$ cat config.mk
export PLATFORM = sky130hd
export DESIGN_NAME = xof_seed_sequencer_flat
export DESIGN_NICKNAME = d
export VERILOG_FILES = /design/src/rtl/xof_seed_sequencer_if.sv /design/src/rtl/xof_seed_sequencer.sv /design/src/flat_wrapper.sv
export SDC_FILE = /design/constraint.sdc
export NUM_CORES = 1
export LEC_CHECK = 0
export ABC_AREA = 1
export CAP_MARGIN = 20
export CELL_PAD_IN_SITES_DETAIL_PLACEMENT = 1
export CELL_PAD_IN_SITES_GLOBAL_PLACEMENT = 1
export CORE_AREA = 10 10 254 256
export DETAILED_ROUTE_END_ITERATION = 7
export DIE_AREA = 0 0 264 266
export PLACE_DENSITY_LB_ADDON = 0.3
export SYNTH_ARGS = -nofsm -noshare
export SYNTH_HDL_FRONTEND = slang
export SYNTH_SLANG_ARGS = --single-unit
$ cat constraint.sdc
create_clock -name clk -period 6.15 [get_ports clk]
set_input_delay 1.23 -clock clk [delete_from_list [all_inputs] [get_ports clk]]
set_output_delay 1.23 -clock clk [all_outputs]
set_load 0.01 [all_outputs]
$ cat src/rtl/xof_seed_sequencer_if.sv
// Handshake bundle between the seed sequencer, the Keccak output/absorb
// ports and the controller issuing seed loads and stream requests.
interface xof_seed_sequencer_if #(
  parameter int unsigned DATA_W    = 64,
  parameter int unsigned NUM_SEEDS = 2,
  parameter int unsigned NONCE_W   = 16,
  parameter int unsigned SEL_W     = 1
);
  // Seed load path (from Keccak output)
  logic                 load_clear;
  logic                 load_valid;
  logic [SEL_W-1:0]     load_sel;
  logic [DATA_W-1:0]    load_data;
  logic                 load_ready;
  logic [NUM_SEEDS-1:0] seed_loaded;

  // Stream request
  logic                 req_valid;
  logic [SEL_W-1:0]     req_sel;
  logic [NONCE_W-1:0]   req_nonce;
  logic                 req_ready;
  logic                 req_err;

  // Stream out (to Keccak absorb port)
  logic                 out_valid;
  logic [DATA_W-1:0]    out_data;
  logic                 out_last;
  logic                 out_ack;
  logic                 busy;

  modport master (
    output load_clear, load_valid, load_sel, load_data,
    output req_valid, req_sel, req_nonce,
    output out_ack,
    input  load_ready, seed_loaded, req_ready, req_err,
    input  out_valid, out_data, out_last, busy
  );

  modport slave (
    input  load_clear, load_valid, load_sel, load_data,
    input  req_valid, req_sel, req_nonce,
    input  out_ack,
    output load_ready, seed_loaded, req_ready, req_err,
    output out_valid, out_data, out_last, busy
  );
endinterface

$ cat src/rtl/xof_seed_sequencer.sv
// Seed store and XOF input sequencer. Holds NUM_SEEDS seeds loaded word by
// word from Keccak output and, on request, streams one seed followed by a
// zero-extended nonce word into the Keccak absorb port.
// Optional macro XOF_SEQ_ABORT_EN adds an 'abort' input that cancels a
// stream in flight without asserting out_last.
module xof_seed_sequencer #(
  parameter int unsigned DATA_W     = 64,
  parameter int unsigned SEED_WORDS = 4,
  parameter int unsigned NUM_SEEDS  = 2,
  parameter int unsigned NONCE_W    = 16,
  parameter int unsigned SEL_W      = 1
) (
  input  logic clk,
  input  logic resetb,
`ifdef XOF_SEQ_ABORT_EN
  input  logic abort,
`endif
  xof_seed_sequencer_if.slave bus
);

  localparam int unsigned PTR_W  = $clog2(SEED_WORDS + 1);
  localparam int unsigned WPTR_W = (SEED_WORDS > 1) ? $clog2(SEED_WORDS) : 1;

  localparam logic [PTR_W-1:0]  LAST_PTR   = PTR_W'(SEED_WORDS);
  localparam logic [WPTR_W-1:0] LAST_WPTR  = WPTR_W'(SEED_WORDS - 1);
  localparam logic [SEL_W:0]    SLOT_LIMIT = (SEL_W + 1)'(NUM_SEEDS);

  typedef enum logic [0:0] {
    IDLE,
    STREAM
  } state_t;

  state_t               state_q, state_n;
  logic [SEL_W-1:0]     sel_q;
  logic [NONCE_W-1:0]   nonce_q;
  logic [PTR_W-1:0]     ptr_q;
  logic                 req_err_q;

  logic [DATA_W-1:0]    seed_mem [NUM_SEEDS][SEED_WORDS];
  logic [WPTR_W-1:0]    wptr_q   [NUM_SEEDS];
  logic [NUM_SEEDS-1:0] loaded_q;

  logic                 load_sel_ok;
  logic                 req_sel_ok;
  logic                 load_ready_w;
  logic                 req_accept;
  logic                 req_reject;
  logic                 stream_adv;
  logic                 abort_i;

  logic                 out_valid_w;
  logic                 out_last_w;
  logic [DATA_W-1:0]    out_data_w;

`ifdef XOF_SEQ_ABORT_EN
  assign abort_i = abort;
`else
  assign abort_i = 1'b0;
`endif

  assign load_sel_ok  = {1'b0, bus.load_sel} < SLOT_LIMIT;
  assign req_sel_ok   = {1'b0, bus.req_sel} < SLOT_LIMIT;
  // The slot currently being streamed is write-protected for the whole stream.
  assign load_ready_w = !((state_q == STREAM) && (bus.load_sel == sel_q));

  // Next-state decode: accept/reject requests in IDLE, walk the stream in STREAM
  always_comb begin
    state_n    = state_q;
    req_accept = 1'b0;
    req_reject = 1'b0;
    stream_adv = 1'b0;
    unique case (state_q)
      IDLE: begin
        if (bus.req_valid) begin
          // Registered loaded flag: a slot completing this same cycle is not yet eligible.
          if (req_sel_ok && loaded_q[bus.req_sel]) begin
            req_accept = 1'b1;
            state_n    = STREAM;
          end else begin
            req_reject = 1'b1;
          end
        end
      end
      STREAM: begin
        if (abort_i) begin
          state_n = IDLE;
        end else if (bus.out_ack) begin
          if (ptr_q == LAST_PTR) begin
            state_n = IDLE;
          end else begin
            stream_adv = 1'b1;
          end
        end
      end
      default: state_n = IDLE;
    endcase
  end

  // State register plus latched request context and stream pointer
  always_ff @(posedge clk or negedge resetb) begin
    if (!resetb) begin
      state_q   <= IDLE;
      sel_q     <= '0;
      nonce_q   <= '0;
      ptr_q     <= '0;
      req_err_q <= 1'b0;
    end else begin
      state_q   <= state_n;
      req_err_q <= req_reject;
      if (req_accept) begin
        sel_q   <= bus.req_sel;
        nonce_q <= bus.req_nonce;
        ptr_q   <= '0;
      end else if (stream_adv) begin
        ptr_q <= ptr_q + 1'b1;
      end
    end
  end

  // Seed storage: clear beats load; loaded slots ignore further words
  always_ff @(posedge clk or negedge resetb) begin
    if (!resetb) begin
      for (int unsigned s = 0; s < NUM_SEEDS; s++) begin
        for (int unsigned w = 0; w < SEED_WORDS; w++) begin
          seed_mem[s][w] <= '0;
        end
        wptr_q[s] <= '0;
      end
      loaded_q <= '0;
    end else if (load_sel_ok && load_ready_w) begin
      if (bus.load_clear) begin
        loaded_q[bus.load_sel] <= 1'b0;
        wptr_q[bus.load_sel]   <= '0;
      end else if (bus.load_valid && !loaded_q[bus.load_sel]) begin
        seed_mem[bus.load_sel][wptr_q[bus.load_sel]] <= bus.load_data;
        if (wptr_q[bus.load_sel] == LAST_WPTR) begin
          loaded_q[bus.load_sel] <= 1'b1;
          wptr_q[bus.load_sel]   <= '0;
        end else begin
          wptr_q[bus.load_sel] <= wptr_q[bus.load_sel] + 1'b1;
        end
      end
    end
  end

  // Stream word mux: seed words first, then the nonce word; zero when idle
  always_comb begin
    out_valid_w = 1'b0;
    out_last_w  = 1'b0;
    out_data_w  = '0;
    if (state_q == STREAM) begin
      out_valid_w = 1'b1;
      out_last_w  = (ptr_q == LAST_PTR);
      if (out_last_w) begin
        out_data_w = DATA_W'(nonce_q);
      end else begin
        out_data_w = seed_mem[sel_q][ptr_q[WPTR_W-1:0]];
      end
    end
  end

  assign bus.load_ready  = load_ready_w;
  assign bus.seed_loaded = loaded_q;
  assign bus.req_ready   = (state_q == IDLE);
  assign bus.req_err     = req_err_q;
  assign bus.out_valid   = out_valid_w;
  assign bus.out_data    = out_data_w;
  assign bus.out_last    = out_last_w;
  assign bus.busy        = (state_q == STREAM);

endmodule
$ cat src/flat_wrapper.sv
// flat-port wrapper written by rule: the top's interface ports become plain ports
module xof_seed_sequencer_flat 
#(
  parameter int unsigned DATA_W     = 64,
  parameter int unsigned SEED_WORDS = 4,
  parameter int unsigned NUM_SEEDS  = 2,
  parameter int unsigned NONCE_W    = 16,
  parameter int unsigned SEL_W      = 1
)
  (clk, resetb, bus_load_clear, bus_load_valid, bus_load_sel, bus_load_data, bus_req_valid, bus_req_sel, bus_req_nonce, bus_out_ack, bus_load_ready, bus_seed_loaded, bus_req_ready, bus_req_err, bus_out_valid, bus_out_data, bus_out_last, bus_busy);
  xof_seed_sequencer_if #(.DATA_W(DATA_W), .NUM_SEEDS(NUM_SEEDS), .NONCE_W(NONCE_W), .SEL_W(SEL_W)) bus_i ();
  input  logic clk;
  input  logic resetb;
  input wire logic [$bits(bus_i.load_clear)-1:0] bus_load_clear;
  input wire logic [$bits(bus_i.load_valid)-1:0] bus_load_valid;
  input wire logic [$bits(bus_i.load_sel)-1:0] bus_load_sel;
  input wire logic [$bits(bus_i.load_data)-1:0] bus_load_data;
  input wire logic [$bits(bus_i.req_valid)-1:0] bus_req_valid;
  input wire logic [$bits(bus_i.req_sel)-1:0] bus_req_sel;
  input wire logic [$bits(bus_i.req_nonce)-1:0] bus_req_nonce;
  input wire logic [$bits(bus_i.out_ack)-1:0] bus_out_ack;
  output wire logic [$bits(bus_i.load_ready)-1:0] bus_load_ready;
  output wire logic [$bits(bus_i.seed_loaded)-1:0] bus_seed_loaded;
  output wire logic [$bits(bus_i.req_ready)-1:0] bus_req_ready;
  output wire logic [$bits(bus_i.req_err)-1:0] bus_req_err;
  output wire logic [$bits(bus_i.out_valid)-1:0] bus_out_valid;
  output wire logic [$bits(bus_i.out_data)-1:0] bus_out_data;
  output wire logic [$bits(bus_i.out_last)-1:0] bus_out_last;
  output wire logic [$bits(bus_i.busy)-1:0] bus_busy;
  assign bus_i.load_clear = bus_load_clear;
  assign bus_i.load_valid = bus_load_valid;
  assign bus_i.load_sel = bus_load_sel;
  assign bus_i.load_data = bus_load_data;
  assign bus_i.req_valid = bus_req_valid;
  assign bus_i.req_sel = bus_req_sel;
  assign bus_i.req_nonce = bus_req_nonce;
  assign bus_i.out_ack = bus_out_ack;
  assign bus_load_ready = bus_i.load_ready;
  assign bus_seed_loaded = bus_i.seed_loaded;
  assign bus_req_ready = bus_i.req_ready;
  assign bus_req_err = bus_i.req_err;
  assign bus_out_valid = bus_i.out_valid;
  assign bus_out_data = bus_i.out_data;
  assign bus_out_last = bus_i.out_last;
  assign bus_busy = bus_i.busy;
  xof_seed_sequencer #(.DATA_W(DATA_W), .SEED_WORDS(SEED_WORDS), .NUM_SEEDS(NUM_SEEDS), .NONCE_W(NONCE_W), .SEL_W(SEL_W)) u_core (.clk(clk), .resetb(resetb), .bus(bus_i));
endmodule
# Word level (Yosys, flattened, before mapping)
# Index checks and enable logic that the tools add are counted.
[totals]
mem_bits_rw = 0
rom_bits = 0
reg_bits = 540
out_inout_bits = 72
elab_cells = 101
inputBits = 88
mem_count = 0
latchBits = 0
[op_classes]
div_mod_pow = 0
n_shift = 0
n_eq_ne = 3
n_mux = 46
add_sub_neg = 2
n_lt_le_gt_ge = 9
bitwise_logic = 12
reduce_logical = 13
multipliers = 0
[op_table]
columns = ["operator", "count"]
rows = [
  ["two-way mux 256 bit", 4],
  ["bitwise mux 512 bit", 1],
  ["two-way mux 64 bit", 5],
  ["demux 256 bit (select 1 bit)", 1],
  ["binary-select mux 64 bit (select 2 bit)", 1],
  ["demux 64 bit (select 2 bit)", 1],
  ["two-way mux 1 bit", 17],
  ["two-way mux 2 bit", 7],
  ["two-way mux 4 bit", 3],
  [">= comparator 3 bit, second input constant", 2],
  ["two-way mux 3 bit", 2],
  ["inverter 2 -> 3 bit", 2],
  ["AND reduction 3 bit", 2],
  ["nonzero test 2 bit", 3],
  ["logical AND 1 bit", 5],
  ["bitwise AND 4 bit", 1],
  ["bitwise mux 4 bit", 1],
  [">= comparator 2 bit, second input constant", 2],
  ["less-than comparator 1 x 2 -> 1 bit, second input constant", 2],
  ["inverter 1 -> 2 bit", 2],
  ["inverter 4 bit", 1],
  ["adder 3 x 1 -> 3 bit, second input constant", 1],
  ["equality test 3 bit, second input constant", 1],
  ["less-than comparator 3 x 1 -> 1 bit, second input constant", 1],
  ["other kinds (14)", 17],
]

# Depth between registers and ports, before layout
[logic_depth]
ltp_word = 12
mapped_depth = 12
ltp_nobuf = 10

# Least setup slack after synthesis
# No wires, ideal clock.
[synth_timing]
path_kind = "reg-to-output"
from = "register u_core.ptr_q[0]"
to = "output bus_out_data[10]"
slack_ns = 2.818
t_arrival_ns = 2.102
n_path_buf = 4
required_time_ns = 4.920
path_stages_with_launch = 11
path_cell_list = "dfrtp_1 -> buf_2 -> inv_2 -> buf_2 -> clkbuf_1 -> ha_1 -> nand2_1 -> nor2_1 -> clkbuf_1 -> nand2_1 -> nand2_1"
[synth_between]
elab_chain_cells = 6
elab_cells_between_ends = 7
cone_classes = "1 x eq/ne; 5 x mux; 1 x bitwise"
[synth_lines]
columns = ["element", "line_no", "source"]
rows = [
  ["start, declared", "xof_seed_sequencer.sv:36", "logic [PTR_W-1:0] ptr_q;"],
  ["start signal, assigned", "xof_seed_sequencer.sv:115", "ptr_q <= ptr_q + 1'b1;"],
  ["inverter 2 -> 3 bit (implied by the code)", "xof_seed_sequencer.sv:157", "out_data_w = seed_mem[sel_q][ptr_q[WPTR_W-1:0]];"],
  ["binary-select mux 64 bit (select 2 bit)", "xof_seed_sequencer.sv:157", ""],
  ["two-way mux 64 bit (implied by the code) (2 in series)", "xof_seed_sequencer.sv:157", ""],
  ["two-way mux 64 bit *", "xof_seed_sequencer.sv:154", "if (out_last_w) begin"],
  ["two-way mux 64 bit *", "xof_seed_sequencer.sv:151", "if (state_q == STREAM) begin"],
  ["end, declared", "flat_wrapper.sv:27", "output wire logic [$bits(bus_i.out_data)-1:0] bus_out_data;"],
]
# Every way passes the cells marked *; elsewhere a longest branch is shown, timed or not. The select of a mux whose other input is x is not followed.

# Worst setup path in the final report
[layout_timing]
from = "register u_core.ptr_q[1]"
to = "output bus_out_data[63]"
# The elaborated chain is that of the path after synthesis.

==> flow_summary.ini <==
[worst_setup_path]
critPathKind = reg -> out
slowest_delay_ns = 0.96
timing.critical_path.required_ns = 4.92
crit_arrival_ns = 3.95
path_cells = clkinv_1 > ha_1 > a21oi_4 > buf_12 > nand2_1 > nor2_1 > clkdlybuf4s50_1
timing.rr.start = u_core.sel_q
critical_path_peak_fanout = 64
critPathLaunchType = register
cpLargestDelayFamily = buffers and inverters
startpoint = u_core.ptr_q[1]
cp-end-kind = output port
slowest_stage = dfrtp_4
number_of_buffers_and_inverters_on_the_critical_path = 3

[synthesis]
synth_xor_xnor_area_share = 0
synthMuxAreaShare = 0
post_synth.cell_area_avg_um2 = 7.42
ys_types = 23
synth_top_cell_by_area = dfrtp_1
synth_top_family_by_area = simple AND/OR/NAND/NOR gates
synth_top_cell_area_share = 0.509
synth_area_mm2 = 0.0266
postSynthCellCount = 3579
seq_area_frac_synth = 0.509
synth_top_cells_by_area = dfrtp_1 51%, nand2_1 17%, nand3_1 12%
complex_gate_fraction_of_the_synthesized_area = 0.0620
synth_simple_gate_area_frac = 0.362
yosysWarningCount = 0
postSynthNetCount = 3674
yosys_register_bits = 540
synthAdderAreaFrac = 0.00330

[timing]
fin_crit_period_ns = 5.18
final-hold-violation-count = 0
hold-worst-slack_ns = 0.462
final.setup.tns_ns = 0
maxSlewHeadroom = 0.197
rsz0062_at_grt = false
finalCritPeriodShare = 0.842
timing.fmax_mhz = 193
finalMaxSlewViolations = 0
final-setup-viol-count = 0
finClkSkew_ns = 0.0249
worst-slew-pin-transition_ns = 1.21

[finish]
layout_common_cells = 1214 x nand2_1, 617 x nand3_1, 537 x dfrtp_1
finish.net_count = 3592
finish.cell_count_without_fillers = 4329
area_delta_synth_final_pct = 12.9
layout-drive-gt1-share = 0.0420
layout_commonest_cell = nand2_1
post-route-util = 0.503
fillers = 7418

[global_route]
grt_pass1_vias = 26600
grt_util_all_layers = 0.259
grt_max_degree = 236
grt_remaining_overflow = 0
grt_first_pass_wirelength_mm = 149
antenna_violations_before_repair = 4

[drt]
dr.first_iter.drc_count = 2096
num_vias = 24900
wire_per_inst_um = 21.3
drc = 0
routed_via_density = 5.75
detail_route.wirelength_mm = 92.3
firstDrtPassIters = 5
ant_nets = 0

[power]
max-vdd-ir-drop_v = 0.000301
power.static_leakage_nw = 15.1
cell_area_power_density_mw_per_mm2 = 537
power.total_w = 0.0161

[floorplanning]
core-area_mm2 = 0.0597
io-pin-count = 160
die_width_um = 264
die_area_mm2 = 0.0702
floorplan.initialDensity = 0.445
die_height_um = 266
fp-row-count = 90

[clock_tree]
cts_made_buffers = 60
clock_root_buffer = clkbuf_16
clock_tree_from_tritoncts = yes
cts_hold_buffers = 0
number_of_buffers_on_the_longest_clock_path = 3
insertion_delay_ns = 0.64
postCtsSetupBuffers = 0
postcts_resize_cnt = 0
cts-htree-levels = 2
cts.clk_slew.worst_paths_ns = 0.06
cts.sink_count = 540

[placement]
dp.cells = 4217
routabilityCongestion = 0.788
count_of_buffers_from_port_buffering = 159
detailed_placer_s_ending_hpwl_mm = 48.7

[job]
drv.max_cap_violation_count = 0

[run_status]
run_status = completed

[hold_path]
timing.hold.worst.start = u_core.seed_mem[53]
holdCritPathClass = reg -> reg
==> registers in the layout, summed over array words and instances, names as in the netlist, named ones only <==
register and count:
u_core.bus.req_err 1, u_core.sel_q 1, u_core.nonce_q 16, u_core.bus.busy 1, u_core.wptr_q 4, u_core.seed_mem 512
u_core.ptr_q 3
==> synthesized netlist by cell type <==
cell      count
ha_1          7
nand3_2       1
or2_2         1
nor2_1      493
nand2_1    1215
nand2_2       1
clkbuf_1    112
nor2_4        1
buf_1        17
o22ai_1      48
buf_6         1
nand3_1     617
o21ai_0     264
inv_2         2
nand4_1       4
a21oi_1       5
buf_4         3
inv_1        35
dfrtp_1     540
clkbuf_2     60
buf_2       145
nand2_4       6
clkinv_1      1
==> layer usage <==
metal | track usage | vias to the layer above | part of all wire
li1 | - | 11300 | -
met1 | 0.335 | 12800 | 0.44
met2 | 0.443 | 648 | 0.49
met3 | 0.0380 | 134 | 0.052
met4 | 0.0718 | 4 | 0.018
met5 | 0 | - | 0.00029
==> final timing paths <==
kind / to / slack [ns] / cells after the start
setup / recovery: bus_out_data[63] / 0.97 / 7
min in group asynchronous: u_core.nonce_q[4] / 0.59 / 1
setup reg to reg: u_core.seed_mem[134] / 1.74 / 10
hold reg to reg: u_core.seed_mem[53] / 0.46 / 2
max in group asynchronous: u_core.seed_mem[97] / 4.24 / 2
hold / removal: u_core.seed_mem[53] / 0.46 / 2
==> kinds of logic (layout without fill, tap and decap cells) <==
| group | Yosys count | in the layout |
|---|---|---|
| and+or+nand+nor | 2339 | 2339 |
| AOI/OAI and AO/OA | 317 | 317 |
| adders and majority gates | 7 | 7 |
| buffers and inverters | 376 | 341 |
| DFF | 540 | 540 |
| other | 0 | 3 |
==> layout make-up <==
cell class	count	area, um^2	area share
sequential	540	13500	0.451
multi-input combinational	2663	11400	0.380
timing repair buffer	194	1970	0.0657
clock buffer	94	1770	0.0590
tap	782	978	0.0326
clock inverter	15	186	0.00622
inverter	38	150	0.00501
antenna	3	7.51	0.000250
==> worst register-to-register path: stages (launching register included) <==
cell and delay, ns:
dfrtp_4 0.73, inv_6 0.70, buf_4 0.54, nand2_1 0.12, nand3_2 0.16, nand2_1 0.13, nor2_4 0.46, buf_4 0.36
buf_12 0.52, nand3_1 0.48, nand2_1 0.14
==> through the flow <==
stage,area (um^2),worst slack (ns)
after floorplan,26600,2.82
after global placement,28000,1.47
after detailed placement,28000,1.27
after CTS,30000,0.986
after global routing,30000,0.834
final,30000,0.971
==> report_power, final <==
part	internal, W	switching [W]	total [W]
combinational	0.00215	0.00413	0.00628
sequential	0.00517	0.00102	0.00618
clock	0.00213	0.00151	0.00364
Power figures use the tool's default switching activity.
